## src/rtl/param_store_queue.sv

```systemverilog
// rtl/param_store_queue.sv - store queue with in-order commit, load priority and store-to-load forwarding
// Optional feature macro: SQ_FWD_EN (forwarding); without it, matching loads are held off via ld_conflict.

module param_store_queue #(
    parameter int DEPTH  = 4,
    parameter int DATA_W = 32,
    parameter int ADDR_W = 16,
    parameter int ROB_W  = 4,
    parameter int PRD_W  = 6
) (
    input  logic                   clk,
    input  logic                   rst,
    input  logic                   issue,
    input  logic                   mem_wen,
    input  logic                   mem_ren,
    input  logic [15:0]            immed,
    input  logic [ROB_W-1:0]       rob_in,
    input  logic [PRD_W-1:0]       p_rd_in,
    input  logic [DATA_W-1:0]      rs_data,
    input  logic [DATA_W-1:0]      rt_data,
    input  logic                   stall_hazard,
    input  logic                   retire_ST,
    input  logic [ROB_W-1:0]       retire_rob,
    input  logic                   recover,
    input  logic [ROB_W-1:0]       rec_rob,
    input  logic [DATA_W-1:0]      mem_rdata,
    output logic                   sq_full,
    output logic                   sq_empty,
    output logic [$clog2(DEPTH):0] sq_count,
    output logic [ADDR_W-1:0]      mem_addr,
    output logic [DATA_W-1:0]      mem_wdata,
    output logic                   mem_wen_out,
    output logic                   mem_ren_out,
    output logic                   isLS,
    output logic [DATA_W-1:0]      load_result,
    output logic [PRD_W-1:0]       ls_p_rd,
    output logic [ROB_W-1:0]       ls_rob,
    output logic                   ls_RegDest
`ifndef SQ_FWD_EN
    ,
    output logic                   ld_conflict
`endif
);

    localparam int PTR_W = $clog2(DEPTH);
    localparam int CNT_W = PTR_W + 1;

    logic [ADDR_W-1:0] e_addr [DEPTH];
    logic [DATA_W-1:0] e_data [DEPTH];
    logic [ROB_W-1:0]  e_rob  [DEPTH];
    logic [DEPTH-1:0]  e_valid;
    logic [DEPTH-1:0]  e_ready;
    logic [PTR_W-1:0]  head;
    logic [PTR_W-1:0]  tail;
    logic [CNT_W-1:0]  count;

    logic [DATA_W-1:0] ea_full;
    logic [ADDR_W-1:0] ld_addr;
    logic              raw_load;
    logic              load_go;
    logic              commit;
    logic              enq;
    logic              fwd_hit;
    logic [PTR_W-1:0]  scan_idx;
    logic [CNT_W-1:0]  nready;

    logic              cmp_valid;
    logic              cmp_regdest;
    logic [PRD_W-1:0]  cmp_prd;
    logic [ROB_W-1:0]  cmp_rob;
`ifdef SQ_FWD_EN
    logic [DATA_W-1:0] fwd_data;
    logic              cmp_hit;
    logic [DATA_W-1:0] cmp_data;
`endif

    logic unused_ok;
    assign unused_ok = ^{rec_rob, ea_full};

    assign ea_full  = rs_data + DATA_W'(signed'(immed));
    assign ld_addr  = ea_full[ADDR_W-1:0];

    assign sq_count = count;
    assign sq_full  = (count == CNT_W'(DEPTH));
    assign sq_empty = (count == '0);

    assign raw_load = issue & mem_ren & ~stall_hazard & ~recover & ~rst;
    assign enq      = issue & mem_wen & ~stall_hazard & ~recover & ~sq_full;

    // Valid entries are contiguous from head, so scanning outward from head
    // and letting later hits override earlier ones selects the youngest match.
    always_comb begin
        fwd_hit  = 1'b0;
        scan_idx = head;
`ifdef SQ_FWD_EN
        fwd_data = '0;
`endif
        for (int i = 0; i < DEPTH; i++) begin
            scan_idx = head + PTR_W'(i);
            if (e_valid[scan_idx] && (e_addr[scan_idx] == ld_addr)) begin
                fwd_hit  = 1'b1;
`ifdef SQ_FWD_EN
                fwd_data = e_data[scan_idx];
`endif
            end
        end
    end

    always_comb begin
        nready = '0;
        for (int i = 0; i < DEPTH; i++) begin
            nready = nready + CNT_W'(e_valid[PTR_W'(i)] & e_ready[PTR_W'(i)]);
        end
    end

`ifdef SQ_FWD_EN
    assign load_go = raw_load;
`else
    assign load_go     = raw_load & ~fwd_hit;
    assign ld_conflict = raw_load & fwd_hit;
`endif

    // Recovery cycles are flush-only: nothing commits while ready entries are being re-counted.
    assign commit = e_valid[head] & e_ready[head] & ~load_go & ~recover & ~rst;

    assign mem_ren_out = load_go;
    assign mem_wen_out = commit;

    always_comb begin
        mem_addr  = '0;
        mem_wdata = '0;
        if (load_go) begin
            mem_addr = ld_addr;
        end else if (commit) begin
            mem_addr  = e_addr[head];
            mem_wdata = e_data[head];
        end
    end

    assign isLS       = cmp_valid;
    assign ls_RegDest = cmp_regdest;
    assign ls_p_rd    = cmp_prd;
    assign ls_rob     = cmp_rob;

    // Memory returns read data in the completion cycle, so the result mux sits after the register.
`ifdef SQ_FWD_EN
    assign load_result = (cmp_valid & cmp_regdest) ? (cmp_hit ? cmp_data : mem_rdata) : '0;
`else
    assign load_result = (cmp_valid & cmp_regdest) ? mem_rdata : '0;
`endif

    always_ff @(posedge clk) begin
        if (rst) begin
            e_valid     <= '0;
            e_ready     <= '0;
            head        <= '0;
            tail        <= '0;
            count       <= '0;
            cmp_valid   <= 1'b0;
            cmp_regdest <= 1'b0;
            cmp_prd     <= '0;
            cmp_rob     <= '0;
`ifdef SQ_FWD_EN
            cmp_hit     <= 1'b0;
            cmp_data    <= '0;
`endif
        end else begin
            cmp_valid   <= enq | load_go;
            cmp_regdest <= load_go;
            cmp_prd     <= load_go ? p_rd_in : '0;
            cmp_rob     <= (enq | load_go) ? rob_in : '0;
`ifdef SQ_FWD_EN
            cmp_hit     <= load_go & fwd_hit;
            cmp_data    <= (load_go & fwd_hit) ? fwd_data : '0;
`endif
            if (recover) begin
                e_valid <= e_valid & e_ready;
                tail    <= head + nready[PTR_W-1:0];
                count   <= nready;
            end else begin
                if (commit) begin
                    e_valid[head] <= 1'b0;
                    e_ready[head] <= 1'b0;
                    head          <= head + PTR_W'(1);
                end
                if (retire_ST) begin
                    for (int i = 0; i < DEPTH; i++) begin
                        if (e_valid[PTR_W'(i)] && (e_rob[PTR_W'(i)] == retire_rob) &&
                            !(commit && (PTR_W'(i) == head))) begin
                            e_ready[PTR_W'(i)] <= 1'b1;
                        end
                    end
                end
                if (enq) begin
                    e_addr[tail]  <= ld_addr;
                    e_data[tail]  <= rt_data;
                    e_rob[tail]   <= rob_in;
                    e_valid[tail] <= 1'b1;
                    e_ready[tail] <= 1'b0;
                    tail          <= tail + PTR_W'(1);
                end
                count <= count + CNT_W'(enq) - CNT_W'(commit);
            end
        end
    end

endmodule

```

## config.mk

```make
export PLATFORM = sky130hd
export DESIGN_NAME = param_store_queue
export DESIGN_NICKNAME = d
export VERILOG_FILES = /design/src/rtl/param_store_queue.sv
export SDC_FILE = /design/constraint.sdc
export NUM_CORES = 1
export LEC_CHECK = 0
export ABC_AREA = 1
export BUFFER_PORTS_ARGS = -buffer_cell sky130_fd_sc_hd__buf_2
export CAP_MARGIN = 20
export CORE_MARGIN = 3
export CORE_UTILIZATION = 52
export DETAILED_ROUTE_END_ITERATION = 16
export PLACE_DENSITY = 0.83
export SLEW_MARGIN = 30
export SYNTH_ARGS = -nofsm -noshare
export SYNTH_HDL_FRONTEND = slang
export SYNTH_SLANG_ARGS = --single-unit
export TNS_END_PERCENT = 30
```

## constraint.sdc

```tcl
create_clock -name clk -period 4.05 [get_ports clk]
set_input_delay 0.405 -clock clk [delete_from_list [all_inputs] [get_ports clk]]
set_output_delay 0.405 -clock clk [all_outputs]
set_load 0.02 [all_outputs]
```

==> results of run 1 <==
cells in the mapped netlist, types with 7 or more instances:
cell type    n
dfxtp_1     29
nand3_1    128
ha_1        25
a211oi_2    32
nand4_1     17
edfxtp_1   200
clkbuf_1    37
inv_1      225
nand2_1    521
buf_1        7
o21ai_1     26
a21oi_1    122
o21ai_0     77
nand3b_1     9
nand2_2      8
buf_2       14
nor2_1     138
o22ai_1     14
nor3_1       7
buf_4        7
kinds of logic (layout without fill, tap and decap cells):
| logic type | Yosys count | after routing | synth area share (%) |
|---|---|---|---|
| buffers and inverters | 300 | 532 | 8.93 |
| xor gates and xnor gates | 8 | 8 | 0.521 |
| and+or+nand+nor | 843 | 843 | 25.9 |
| AOI/OAI and AO/OA | 287 | 287 | 13.0 |
| DFF | 229 | 229 | 49.0 |
| adders and majority gates | 27 | 27 | 2.62 |
state kept, by name, summed over array words and instances (netlist names), 2 cells and up, named ones only:
register,cells
e_valid,4
ls_rob,4
sq_count,3
e_addr,64
head,2
e_ready,4
e_data,128
tail,2
ls_p_rd,6
e_rob,8
worst max-delay path by stage:
stage,startpoint,endpoint,slack [ns],depth (start not counted)
2_1_floorplan,head[0],sq_count[2],0.01,27
3_3_place_gp,immed[0],sq_count[2],0.12,30
3_5_place_dp,immed[0],sq_count[2],0.04,30
4_1_cts,head[0],mem_addr[5],0.002,19
5_1_grt,head[0],mem_addr[2],-0.006,16
6_report,head[0],mem_addr[2],0.15,16
metal layers:
| metal | share of wire (%) | track usage (%) |
|---|---|---|
| met5 | 0.019 | 0 |
| met4 | 2.4 | 6.56 |
| met2 | 47 | 42.2 |
| met3 | 10 | 5.01 |
| met1 | 40 | 32.0 |
power by group through the flow:
stage	clock (uW)	combinational [uW]	sequential, uW
after floorplan	0	364	2660
after global placement	0	562	2660
after detailed placement	0	581	2660
after CTS	2380	584	2610
after global routing	2470	675	2610
final	2350	600	2610
stage by stage:
stage	power, uW	hold WS [ns]	utilization, %	instances
detailed placement	3240	0.466	59.1	2211
global placement	3220	0.447	59.1	2211
global route	5750	0.0856	63.0	2256
finish	5560	0.0947	63.0	2256
CTS	5580	0.0823	62.4	2255
floorplan	3030	0.429	-	1694
final cells by class:
| type | instances | area [um2] | area share [%] |
|---|---|---|---|
| Sequential cell | 229 | 6590 | 41.3 |
| Clock inverter | 16 | 213 | 1.33 |
| Timing Repair Buffer | 257 | 1480 | 9.25 |
| Clock buffer | 28 | 637 | 3.99 |
| Inverter | 231 | 872 | 5.46 |
| Tap cell | 330 | 413 | 2.59 |
| Multi-Input combinational cell | 1165 | 5760 | 36.1 |
==> impl_metrics.toml, run 1 <==
[outcome]
outcome = "complete, no violations"

[cts]
tritoncts = "done"
cts_made_buffers = 24
clk_latency_ns = 0.52
postCtsSetupRepairBufs = 0
root_buffer = "clkbuf_16"
ctsResizeCount = 0
hold_buffers = 0
cts_num_sinks = 229
htreeDepth = 1
clk_pin_slew_worst_paths_ns = 0.06
clock_path_buffers = 3

[setup_path]
r2r_start = "head[0]"
path_class = "register to output pin"
endpoint_kind = "output pin"
crit_fanout = 24
max_stage_delay_ns = 0.38
crit_buf_inv = 6
crit_chain = "inv_2, ha_2, clkinv_4, buf_4, o21ai_1, nand3_1, nand2_1, nor2_1, nand3_1, nor2_1, nor2_1, nand3_2, buf_6, buf_4, o22ai_1, buf_4"
crit_required_ns = 3.64
arrival_ns = 3.50
r2r_setup_slack_ns = 0.43
cpMaxStageDelayCell = "ha_2"
cp_top_family = "buffers and inverters"
reg2reg_to = "sq_count[2]"
critPathLaunchType = "register"
r2r.worst_path.cells = 22

[worst_hold_path]
hp-class = "primary input to register"
whs_path_depth = 1
hold_end = "e_rob[0][2]"
worstHoldStart = "rob_in[2]"

[timing]
skew_ns = 0.0174
finalMaxSlewViolations = 0
clock.fmax_mhz = 256
setup_viol_count_final = 0
worst_slew_pin_slew_ns = 0.904
max_slew_margin_pct = 39.2
hold_viol = 0
timing.final.ws_setup_ns = 0.147
fin_tns_setup_ns = 0
period_share_pct = 96.4
period_minus_slack_ns = 3.90

[placement]
dpl.hpwl_um = 25000
io_buffer_count = 217
pre_cts_ws_ns = 0.0413
place_area_mm2 = 0.0150
gp_congestion = 0.956

[routing]
firstDrtPassIters = 5
via_per_inst = 5.52
vias = 12500
wl_per_cell_um = 16.1
remaining_drc_errors = 0
drtIter0Drc = 1089
ant_nets = 0
routed_wl_um = 36300

[finish]
mostFrequentLayoutCells = "nand2_1 (515), inv_1 (224), buf_2 (212)"
fillers = 2119
n_antenna_cell = 0
fin_nets = 2073
drive_gt1_share_pct = 19.3
area_delta_synth_final_pct = 18.7
final_common_cell = "nand2_1"
postLayoutCellArea_mm2 = 0.0160

[die]
die-area_mm2 = 0.0278
initial_core_util_pct = 53.1
die_w_um = 167
rows = 58
core_mm2 = 0.0253
io_pins = 238
dieHeight_um = 167

[logic_synthesis]
synthTopCellsByArea = "edfxtp_1 (45%), nand2_1 (15%), inv_1 (6.3%)"
syn_area_per_cell_um2 = 7.94
synth_top_area_share_pct = 44.7
async_reset_ff_share_pct = 0
synth_seq_cells = 229
yosys_warnings = 0
syn_nets = 1859
synth_ff_type = "edfxtp_1"
syn_area_mm2 = 0.0134
syn-instance-count = 1694
synth_edf_count = 200
seq_area_frac_synth_pct = 49.0
synthDistinctLibCells = 42
yosysTopAreaCell = "edfxtp_1"

[power_and_ir_drop]
ir_worst_vdd_mv = 0.365
comb_power_share_pct = 10.8
p_leak_uw = 0.00771
p_sw_uw = 1310
pwr-share-seq_pct = 46.9
powerDensity_mw_per_mm2 = 348
clkPwrFrac_pct = 42.3
switching_share_pct = 23.5
p_int_uw = 4250

[job]
drv_cap = 0

[global_routing]
grt_pass1_wl_um = 56700
antenna_found_initial = 2
track_usage_pct = 24.6
grt_pass1_vias = 11600
grt_max_degree = 65
grt_overflow = 0
Note: power is estimated with default switching activity, not from simulation.
==> run 2, diff against run 1 <==
--- a/config.mk
+++ b/config.mk
@@ -9,11 +9,12 @@
 export BUFFER_PORTS_ARGS = -buffer_cell sky130_fd_sc_hd__buf_2
 export CAP_MARGIN = 20
 export CORE_MARGIN = 3
-export CORE_UTILIZATION = 52
+export CORE_UTILIZATION = 45
 export DETAILED_ROUTE_END_ITERATION = 16
-export PLACE_DENSITY = 0.83
+export GPL_ROUTABILITY_DRIVEN = 0
+export PLACE_DENSITY = 0.74
 export SLEW_MARGIN = 30
 export SYNTH_ARGS = -nofsm -noshare
 export SYNTH_HDL_FRONTEND = slang
 export SYNTH_SLANG_ARGS = --single-unit
-export TNS_END_PERCENT = 30
+export TNS_END_PERCENT = 20
==> impl_metrics.toml, run 2 (synthesis results as in run 1) <==
[worst_hold_path]
hp-class = "primary input to register"

[setup_path]
crit_fanout = 16
arrival_ns = 3.50
path_class = "register to output pin"
crit_required_ns = 3.64
critPathLaunchType = "register"
endpoint_kind = "output pin"

[timing]
clock.fmax_mhz = 256
skew_ns = 0.00812
setup_viol_count_final = 0
hold_viol = 0
worst_slew_pin_slew_ns = 0.716
fin_tns_setup_ns = 0
period_minus_slack_ns = 3.91
finalMaxSlewViolations = 0
period_share_pct = 96.4
max_slew_margin_pct = 52.1

[die]
die_w_um = 179
initial_core_util_pct = 46.2
dieHeight_um = 179
io_pins = 238
core_mm2 = 0.0291
rows = 62
die-area_mm2 = 0.0320

[power_and_ir_drop]
pwr-share-seq_pct = 48.9
p_sw_uw = 1240
switching_share_pct = 23.3
powerDensity_mw_per_mm2 = 336
ir_worst_vdd_mv = 0.329
power_uw = 5340
comb_power_share_pct = 11.3
p_int_uw = 4090
clkPwrFrac_pct = 39.8
p_leak_uw = 0.00765

[cts]
cts_num_sinks = 229
tritoncts = "done"
clk_latency_ns = 0.50
root_buffer = "clkbuf_16"
htreeDepth = 1
cts_made_buffers = 24
clk_pin_slew_worst_paths_ns = 0.06
clock_path_buffers = 3

[finish]
postLayoutCellArea_mm2 = 0.0159
drive_gt1_share_pct = 18.4
top_register = "e_data"
fillers = 2626
regArea_mm2 = 0.00659
final_common_cell = "nand2_1"
reg.largest.list = "e_data (128), e_addr (64), e_rob (8)"
area_delta_synth_final_pct = 18.2
multi_input_area_mm2 = 0.00571
final_core_util_pct = 54.6
fin_nets = 2075
largest_reg_flops = 128
mostFrequentLayoutCells = "nand2_1 (520), inv_1 (224), buf_2 (217)"

[outcome]
outcome = "complete, no violations"

[global_routing]
grt_pass1_wl_um = 54800
grt_overflow = 0
antenna_found_initial = 7
grt_pass1_vias = 11100
track_usage_pct = 21.3
grt_max_degree = 87

[job]
drv_cap = 0

[routing]
wl_per_cell_um = 15.3
firstDrtPassIters = 6
routed_wl_um = 35400
remaining_drc_errors = 0
ant_nets = 0
vias = 12200
via_per_inst = 5.27
drtIter0Drc = 928

[placement]
place_area_mm2 = 0.0150
io_buffer_count = 217
dpl.hpwl_um = 24700
run 2: power groups by stage:
stage	sequential, uW	clock [uW]	combinational [uW]
finish	2610	2120	604
global route	2610	2280	679
CTS	2610	2180	595
detailed placement	2660	0	592
global placement	2660	0	577
floorplan	2660	0	364
run 2: what timing repair did:
item,in CTS,in global routing
gates resized for setup,3,17
setup buffers,0,2
hold buffers,0,0
cloned,0,0
setup endpoints to repair,32,48
run 2: path summary, 6_finish.rpt:
check	from	to	slack, ns	cells after the start
worst max-delay path	head[0]	mem_addr[11]	0.14	19
worst min-delay path	rt_data[28]	e_data[3][28]	0.11	1
worst max register to register	head[0]	sq_count[2]	0.47	25
worst min register to register	e_ready[2]	e_ready[2]	0.46	2
run 2: area by class of cell:
| class | instances | area share [%] |
|---|---|---|
| flip-flops and latches | 229 | 41.5 |
| multi-input cells | 1165 | 35.9 |
| repair buffers | 259 | 9.25 |
| inverters | 231 | 5.50 |
| clock buffers | 34 | 4.28 |
| well taps | 384 | 3.02 |
| clock inverters | 8 | 0.559 |
| diodes | 1 | 0.0157 |
run 2: worst max-delay path, cell delays in order, from the launching register on:
cell      delay (ns)
dfxtp_2         0.37
inv_2           0.06
ha_1            0.38
clkinv_4        0.14
buf_4           0.19
o21ai_0         0.16
nand2_1         0.08
nand2_1         0.07
nand2_1         0.06
nor2_1          0.11
nand2_1         0.05
nor2_1          0.16
nand3_1         0.09
nor2_1          0.11
nor2_1          0.06
nand3_2         0.12
nand2_4         0.09
buf_4           0.24
o21ai_1         0.22
buf_2           0.21
run 2: stage by stage:
step | worst slack [ns] | hold WS, ns | instances
after floorplan | 0.0139 | 0.429 | 1694
after global placement | 0.127 | 0.446 | 2266
after detailed placement | 0.0556 | 0.452 | 2266
after CTS | 0.0612 | 0.0836 | 2308
after global routing | -0.0246 | 0.0997 | 2311
final | 0.145 | 0.106 | 2311
run 2: per-layer routing:
metal / GRT usage, % / up-vias / share of wire (%)
li1: - / 6042 / -
met1: 29.0 / 5556 / 43
met4: 6.14 / 12 / 2.4
met5: 0 / - / 0.19
met2: 34.1 / 496 / 45
met3: 4.79 / 82 / 9.6
